===== config.mk =====
export PLATFORM = sky130hd
export DESIGN_NAME = lsu_mem_master
export DESIGN_NICKNAME = d
export VERILOG_FILES = /design/src/rtl/lsu_mem_master.sv
export SDC_FILE = /design/constraint.sdc
export NUM_CORES = 1
export LEC_CHECK = 0
export ABC_AREA = 0
export CORE_UTILIZATION = 35
export DETAILED_ROUTE_END_ITERATION = 6
export GPL_ROUTABILITY_DRIVEN = 0
export REMOVE_ABC_BUFFERS = 1
export SYNTH_ARGS = -nofsm -noshare
export SYNTH_HDL_FRONTEND = slang
export SYNTH_SLANG_ARGS = --single-unit

===== constraint.sdc =====
create_clock -name i_clk -period 3 [get_ports i_clk]
set_input_delay 0.3 -clock i_clk [delete_from_list [all_inputs] [get_ports i_clk]]
set_output_delay 0.3 -clock i_clk [all_outputs]
set_load 0.1 [all_outputs]

===== src/rtl/lsu_mem_master.sv =====
// lsu_mem_master: load/store initiator from the core memory stage to a
// word-addressed synchronous-read data memory.
//
// Ports:
//   i_clk, i_rst       clock, synchronous active-high reset
//   i_req_valid        core request valid
//   o_req_ready        request accepted when valid && ready (IDLE only)
//   i_req_we           1 = store, 0 = load
//   i_req_funct3       RV32I size/sign field
//   i_req_addr         byte address
//   i_req_wdata        store data, right-aligned
//   o_rsp_valid        one-cycle response strobe
//   o_rsp_rdata        extended load data (0 for stores and errors)
//   o_rsp_err          misaligned access or illegal funct3
//   o_lsu_wren         memory write enable (one cycle per store)
//   o_data_addr        word-aligned memory address
//   o_data             memory write data
//   i_data             memory read data (one cycle after address)
module lsu_mem_master #(
    parameter int ADDR_W = 16,
    parameter int DATA_W = 32
) (
    input  logic              i_clk,
    input  logic              i_rst,
    input  logic              i_req_valid,
    output logic              o_req_ready,
    input  logic              i_req_we,
    input  logic [2:0]        i_req_funct3,
    input  logic [ADDR_W-1:0] i_req_addr,
    input  logic [DATA_W-1:0] i_req_wdata,
    output logic              o_rsp_valid,
    output logic [DATA_W-1:0] o_rsp_rdata,
    output logic              o_rsp_err,
    output logic              o_lsu_wren,
    output logic [ADDR_W-1:0] o_data_addr,
    output logic [DATA_W-1:0] o_data,
    input  logic [DATA_W-1:0] i_data
);

    typedef enum logic [2:0] {
        S_IDLE,
        S_RD_ADDR,
        S_RD_DATA,
        S_WR,
        S_RSP
    } state_t;

    state_t              r_state;
    logic                r_we;
    logic [2:0]          r_funct3;
    logic [1:0]          r_lane;
    logic [15:0]         r_wdata;
    logic                r_rsp_valid;
    logic [DATA_W-1:0]   r_rsp_rdata;
    logic                r_rsp_err;
    logic [ADDR_W-1:0]   r_data_addr;
    logic [DATA_W-1:0]   r_data;

    logic                w_accept;
    logic                w_err;
    logic [ADDR_W-1:0]   w_word_addr;
    logic [7:0]          w_byte;
    logic [15:0]         w_half;
    logic [DATA_W-1:0]   w_load;
    logic [DATA_W-1:0]   w_merge;

    assign o_req_ready = (r_state == S_IDLE) && !i_rst;
    assign o_lsu_wren  = (r_state == S_WR) && !i_rst;
    assign o_rsp_valid = r_rsp_valid;
    assign o_rsp_rdata = r_rsp_rdata;
    assign o_rsp_err   = r_rsp_err;
    assign o_data_addr = r_data_addr;
    assign o_data      = r_data;

    assign w_accept    = i_req_valid && o_req_ready;
    assign w_word_addr = {i_req_addr[ADDR_W-1:2], 2'b00};

    always_comb begin
        w_err = 1'b0;
        if (i_req_we) begin
            case (i_req_funct3)
                3'b000:  w_err = 1'b0;
                3'b001:  w_err = i_req_addr[0];
                3'b010:  w_err = |i_req_addr[1:0];
                default: w_err = 1'b1;
            endcase
        end else begin
            case (i_req_funct3)
                3'b000, 3'b100: w_err = 1'b0;
                3'b001, 3'b101: w_err = i_req_addr[0];
                3'b010:         w_err = |i_req_addr[1:0];
                default:        w_err = 1'b1;
            endcase
        end
    end

    // Lane selection from the word returned by memory.
    assign w_byte = i_data[{r_lane, 3'b000} +: 8];
    assign w_half = i_data[{r_lane[1], 4'b0000} +: 16];

    always_comb begin
        case (r_funct3)
            3'b000:  w_load = {{24{w_byte[7]}}, w_byte};
            3'b001:  w_load = {{16{w_half[15]}}, w_half};
            3'b100:  w_load = {24'd0, w_byte};
            3'b101:  w_load = {16'd0, w_half};
            default: w_load = i_data;
        endcase
    end

    // Sub-word store: overlay the new lane on the old word.
    always_comb begin
        w_merge = i_data;
        if (r_funct3[0]) begin
            w_merge[{r_lane[1], 4'b0000} +: 16] = r_wdata;
        end else begin
            w_merge[{r_lane, 3'b000} +: 8] = r_wdata[7:0];
        end
    end

    always_ff @(posedge i_clk) begin
        if (i_rst) begin
            r_state     <= S_IDLE;
            r_we        <= 1'b0;
            r_funct3    <= 3'b000;
            r_lane      <= 2'b00;
            r_wdata     <= '0;
            r_rsp_valid <= 1'b0;
            r_rsp_rdata <= '0;
            r_rsp_err   <= 1'b0;
            r_data_addr <= '0;
            r_data      <= '0;
        end else begin
            case (r_state)
                S_IDLE: begin
                    if (w_accept) begin
                        r_we     <= i_req_we;
                        r_funct3 <= i_req_funct3;
                        r_lane   <= i_req_addr[1:0];
                        r_wdata  <= i_req_wdata[15:0];
                        if (w_err) begin
                            r_rsp_valid <= 1'b1;
                            r_rsp_err   <= 1'b1;
                            r_rsp_rdata <= '0;
                            r_state     <= S_RSP;
                        end else if (i_req_we &&
                                     i_req_funct3 == 3'b010) begin
                            r_data_addr <= w_word_addr;
                            r_data      <= i_req_wdata;
                            r_state     <= S_WR;
                        end else begin
                            r_data_addr <= w_word_addr;
                            r_state     <= S_RD_ADDR;
                        end
                    end
                end
                S_RD_ADDR: begin
                    r_state <= S_RD_DATA;
                end
                S_RD_DATA: begin
                    if (r_we) begin
                        r_data  <= w_merge;
                        r_state <= S_WR;
                    end else begin
                        r_rsp_rdata <= w_load;
                        r_rsp_valid <= 1'b1;
                        r_data_addr <= '0;
                        r_state     <= S_RSP;
                    end
                end
                S_WR: begin
                    r_data      <= '0;
                    r_data_addr <= '0;
                    r_rsp_valid <= 1'b1;
                    r_state     <= S_RSP;
                end
                S_RSP: begin
                    r_rsp_valid <= 1'b0;
                    r_rsp_err   <= 1'b0;
                    r_rsp_rdata <= '0;
                    r_state     <= S_IDLE;
                end
                default: begin
                    r_state <= S_IDLE;
                end
            endcase
        end
    end

endmodule


; After elaboration in Yosys (flattened, before gate mapping)
; Index checks and enable logic that the tools add are counted.
[classes]
addsub = 2
n_eq_ne = 17
n_shift = 6
mux = 30
n_reduce_logical = 21
[op_table]
columns = op, n
row1 = $mux W32, 8
row2 = $pmux W32 S3, 2
row3 = $pmux W32 S4, 1
row4 = $bwmux W32, 2
row5 = $mux W16, 3
row6 = $pmux W16 S3, 1
row7 = $shift A16 B7 Y32 const A, 1
row8 = $shift A8 B7 Y32 const A, 1
row9 = $shiftx A16 B7 Y32, 1
row10 = $shiftx A32 B6 Y16, 1
row11 = $shiftx A32 B6 Y8, 1
row12 = $shiftx A8 B7 Y32, 1
row13 = $eq A3 B3 Y1 const B, 5
row14 = $neg A5 Y7, 2
row15 = $pmux W3 S4, 1
row16 = $reduce_and A4 Y1, 3
row17 = $ne A2 B2 Y1 const B, 5
row18 = $eq A3 B1 Y1 const B, 3
row19 = $eq A3 B2 Y1 const B, 3
row20 = $logic_not A3 Y1, 3
row21 = $mux W3, 3
row22 = $pmux W1 S3, 2
row23 = $reduce_bool A3 Y1, 2
row24 = $reduce_or A2 Y1, 3
row25 = 12 further kinds, 18
[totals]
register_bits = 107
in_bits = 87
word_cells = 86

; Depth between registers and ports, before layout
[logic_depth]
depth_word = 7
depth_mapped = 9

; Worst setup path after synthesis
; No wires, ideal clock.
[synth_path]
path_kind = register -> output
start = reg r_state[1]
end = out o_lsu_wren
arrival_time_ns = 3.873
path_slack_ns = -1.173
stages_incl_launch_ff = 5
path_buffers = 2
path_cell_list = dfxtp_1 > inv_1 > clkbuf_1 > clkbuf_1 > nor4b_1
[synth_via]
elab_chain_cells = 2
[synth_rtl]
columns = item, line_no
row1 = "start, declared", 48  ; state_t r_state;
row2 = "start signal, assigned", 123  ; r_state <= S_IDLE;
row3 = "start signal, assigned", 145  ; r_state <= S_RSP;
row4 = "start signal, assigned", 150  ; r_state <= S_WR;
row5 = $eq A3 B2 Y1, 68  ; assign o_lsu_wren = (r_state == S_WR) && !i_rst;
row6 = $logic_and A1 B1 Y1, 68
row7 = "end, declared", 34  ; output logic o_lsu_wren,
; Every way passes these cells.

; Worst setup path after layout
[layout_path]
start = reg r_lane[0]
end = reg r_data[22] (netlist: o_data[22])
[layout_via]
elab_chain_cells = 6
[layout_rtl]
columns = item, line_no
row1 = "start, declared", 51  ; logic [1:0] r_lane;
row2 = "start signal, assigned", 139  ; r_lane <= i_req_addr[1:0];
row3 = $neg A5 Y7 *, 117  ; w_merge[{r_lane, 3'b000} +: 8] = r_wdata[7:0];
row4 = $shiftx A8 B7 Y32 / $shift A8 B7 Y32 (equally long branches), 117
row5 = $bwmux W32 *, 117
row6 = $mux W32 *, 114  ; if (r_funct3[0]) begin
row7 = $mux W32 *, 161  ; if (r_we) begin
row8 = $pmux W32 S3 *, 134  ; case (r_state)
row9 = "end signal, assigned", 149  ; r_data <= i_req_wdata;
row10 = "end signal, assigned", 162  ; r_data <= w_merge;
row11 = "end, declared", 57  ; logic [DATA_W-1:0] r_data;
; Every way passes the cells marked *; elsewhere a longest branch is shown, timed or not. The select of a mux whose other input is x is not followed.
; A chain may end at the register's enable or synchronous reset.

==> impl_metrics.env <==
export IMPL_status="finished, final reports clean"
export IMPL_cp_slowest_cell="dfxtp_1"
export IMPL_drt_first_pass_iters=5
export IMPL_synth_flop_cell="dfxtp_1"
export IMPL_worstSetupStartpointType="flip-flop"
export IMPL_met1_usage_pct=30.0
export IMPL_fin_nets=908
export IMPL_cts_tree="done"
export IMPL_cellPowerDensity_nw_per_um2=455
export IMPL_grt_use_total_pct=23.2
export IMPL_fin_crit_ps=2620
export IMPL_post_route_util_pct=48.4
export IMPL_ant_nets=0
export IMPL_dieArea_sq_um=17000
export IMPL_cp_arrival_ps=2880
export IMPL_htree_levels=3
export IMPL_avgSynthCellArea_sq_um=8.45
export IMPL_synth_edff_count=0
export IMPL_viasPerCell=5.72
export IMPL_netlist_area_sq_um=5780
export IMPL_vias=5925
export IMPL_postCtsSetupBuffers=0
export IMPL_grt_busiest_layer="met2"
export IMPL_yosysWarnings=0
export IMPL_core_region_area_sq_um=16000
export IMPL_num_rows=46
export IMPL_fin_skew_ps=9.51
export IMPL_drive_above_1_share_pct=15.6
export IMPL_grt_pass1_wl_mm=30.4
export IMPL_cts_buffer_depth=2
export IMPL_p_leak_nw=2.73
export IMPL_clk_pin_slew_ps=70
export IMPL_initial_core_util_pct=36.1
export IMPL_cpMostUsedCell="a211oi_1"
export IMPL_yosys_area_top_type="dfxtp_1"
export IMPL_ys_top_cells_by_count="105 x dfxtp_1, 74 x a21oi_1, 64 x a211oi_1"
export IMPL_area_delta_synth_final_pct=34.0
export IMPL_hold_path_endpoint="o_data_addr[13]"
export IMPL_total_power_mw=3.53
export IMPL_hold_depth=2
export IMPL_cts_root_buf="clkbuf_16"
export IMPL_ys_types=49
export IMPL_wl_mm=19.8
export IMPL_clock_sinks=105
export IMPL_netlist_area_leader_share_pct=36.4
export IMPL_worst_setup_path_type="reg2reg"
export IMPL_portBuffers=168
export IMPL_use_met2_pct=37.4
export IMPL_r2r_end="o_data[22]"
export IMPL_pin_count=171
export IMPL_crit_fanout=10
export IMPL_rsz0062_at_grt="false"
export IMPL_synthArstFlopShare_pct=0
export IMPL_ir_worst_vdd_mv=0.301
export IMPL_hp_start="i_rst"
export IMPL_timing_reg2reg_worst_path_depth=8
export IMPL_synth_cells=684
export IMPL_r2r_start="r_lane[0]"
export IMPL_hp_class="in2reg"
export IMPL_grt_overflow=0
export IMPL_hold_viol=0
export IMPL_cap_violations=0
export IMPL_crit_required_ps=3260
export IMPL_fmax_mhz=382
export IMPL_crit_chain="inv_1 > ha_1 > nor4bb_1 > buf_4 > a221oi_1 > a211oi_1 > a21oi_1 > a211oi_1"
export IMPL_maxSlewViolCount=0
export IMPL_slew_headroom_pct=33.6
export IMPL_fillers=1571
export IMPL_ys_top_cells_by_area="dfxtp_1 36%, a211oi_1 8.3%, mux2i_1 6.9%"
export IMPL_grt_max_degree=65
export IMPL_grt_pass1_vias=5589
export IMPL_crit_path_end_kind="flip-flop"
export IMPL_hold_buffers=0
export IMPL_clkLatencyLatePin_ps=350
export IMPL_crit_path_max_incr_delay_ps=540
export IMPL_cts_repair_resized=0
export IMPL_worst_pin_slew_ps=992
export IMPL_rrSetupSlack_ps=380
export IMPL_setup_viol=0
export IMPL_synth_most_common_cell="dfxtp_1"
export IMPL_diodes=0
export IMPL_wl_per_cell_microns=19.1
export IMPL_use_met3_pct=6.60
export IMPL_place_hpwl_mm=13.9
export IMPL_cts_made_buffers=9
export IMPL_antenna_found_initial=0
export IMPL_ys_ff_latch=105
export IMPL_fp_dieW_microns=130
export IMPL_yosysSeqAreaShare_pct=36.4
export IMPL_drt_iter0_markers=514
export IMPL_die_h_microns=130
export IMPL_drc=0
export IMPL_fin_crit_sh_pct=87.3
area by class of cell:
cell class / count / area, sq um / area share [%]
clock buffers: 12 / 256 / 3.31
inverters: 13 / 48.8 / 0.630
flip-flops and latches: 105 / 2100 / 27.2
well taps: 216 / 270 / 3.49
clock inverters: 3 / 40.0 / 0.517
multi-input cells: 497 / 3320 / 42.9
repair buffers: 190 / 1700 / 21.9
power breakdown:
part           leakage [nW]  internal (mW)  switching [mW]
registers             0.852           1.43          0.0718
clock network         0.148          0.687           0.539
logic                  1.73          0.310           0.484
sequential cells by signal, indices dropped and copies added, names as in the netlist:
name	flops
o_data_addr	14
o_rsp_valid	1
r_state	3
r_funct3	3
r_wdata	16
o_rsp_rdata	32
o_rsp_err	1
o_data	32
r_lane	2
r_we	1
logic make-up (layout without fill, tap and decap cells):
family                     count (synthesis)  count (layout)  synth area share, %
AOI/OAI and AO/OA                        259             259                 31.8
other                                      1               2               0.0649
DFF                                      105             105                 36.4
and+or+nand+nor                          189             189                 17.0
buffers and inverters                     83             218                 6.13
muxes                                     42              42                 7.52
adders and majority gates                  5               5                 1.08
metal layers:
layer | up-vias | wire length (microns)
met5 | - | 0
met4 | 0 | 316
met3 | 30 | 1530
met2 | 246 | 9210
met1 | 2811 | 8760
li1 | 2838 | -
worst max path at each step:
stage	startpoint	end	slack, ps	depth (start not counted)
4_1_cts	r_lane[0]	o_data[22]	430	8
6_report	r_lane[0]	o_data[22]	380	8
2_1_floorplan	r_state[1]	o_lsu_wren	-1390	2
3_5_place_dp	i_data[23]	o_rsp_rdata[14]	400	6
5_1_grt	r_lane[0]	o_data[22]	200	8
3_3_place_gp	i_data[31]	o_rsp_rdata[14]	470	6
through the flow:
stage	TNS [ps]	hold WS (ps)	cells	setup WS, ps	area [sq um]
final	0	420	1036	382	7740
after global routing	0	437	1036	201	7740
after CTS	0	412	1036	429	7740
after detailed placement	0	453	1021	403	7450
after global placement	0	452	1021	466	7450
after floorplan	-37610	369	615	-1390	5480
critical path, delay by kind of cell (launching register included):
| family | cells | cell delay [ps] |
|---|---|---|
| buf+inv | 2 | 410 |
| compound gates | 4 | 710 |
| simple gates | 1 | 490 |
| flops | 1 | 540 |
| fa+ha+maj | 1 | 380 |
cell usage in the layout (no fill, tap or decap), drive strengths merged, types with 7 or more instances in the layout:
master,instances
a221oi,38
inv,13
nand2b,28
a211oi,64
clkbuf,12
clkdlybuf4s50,99
o21ai,25
a2111o,7
nor3,8
dfxtp,105
nand3b,16
o22ai,10
o31ai,19
nor2,53
nand2,46
a22oi,15
buf,91
a21oi,75
mux2i,40
nor2b,11
Note: power is estimated with default switching activity, not from simulation.
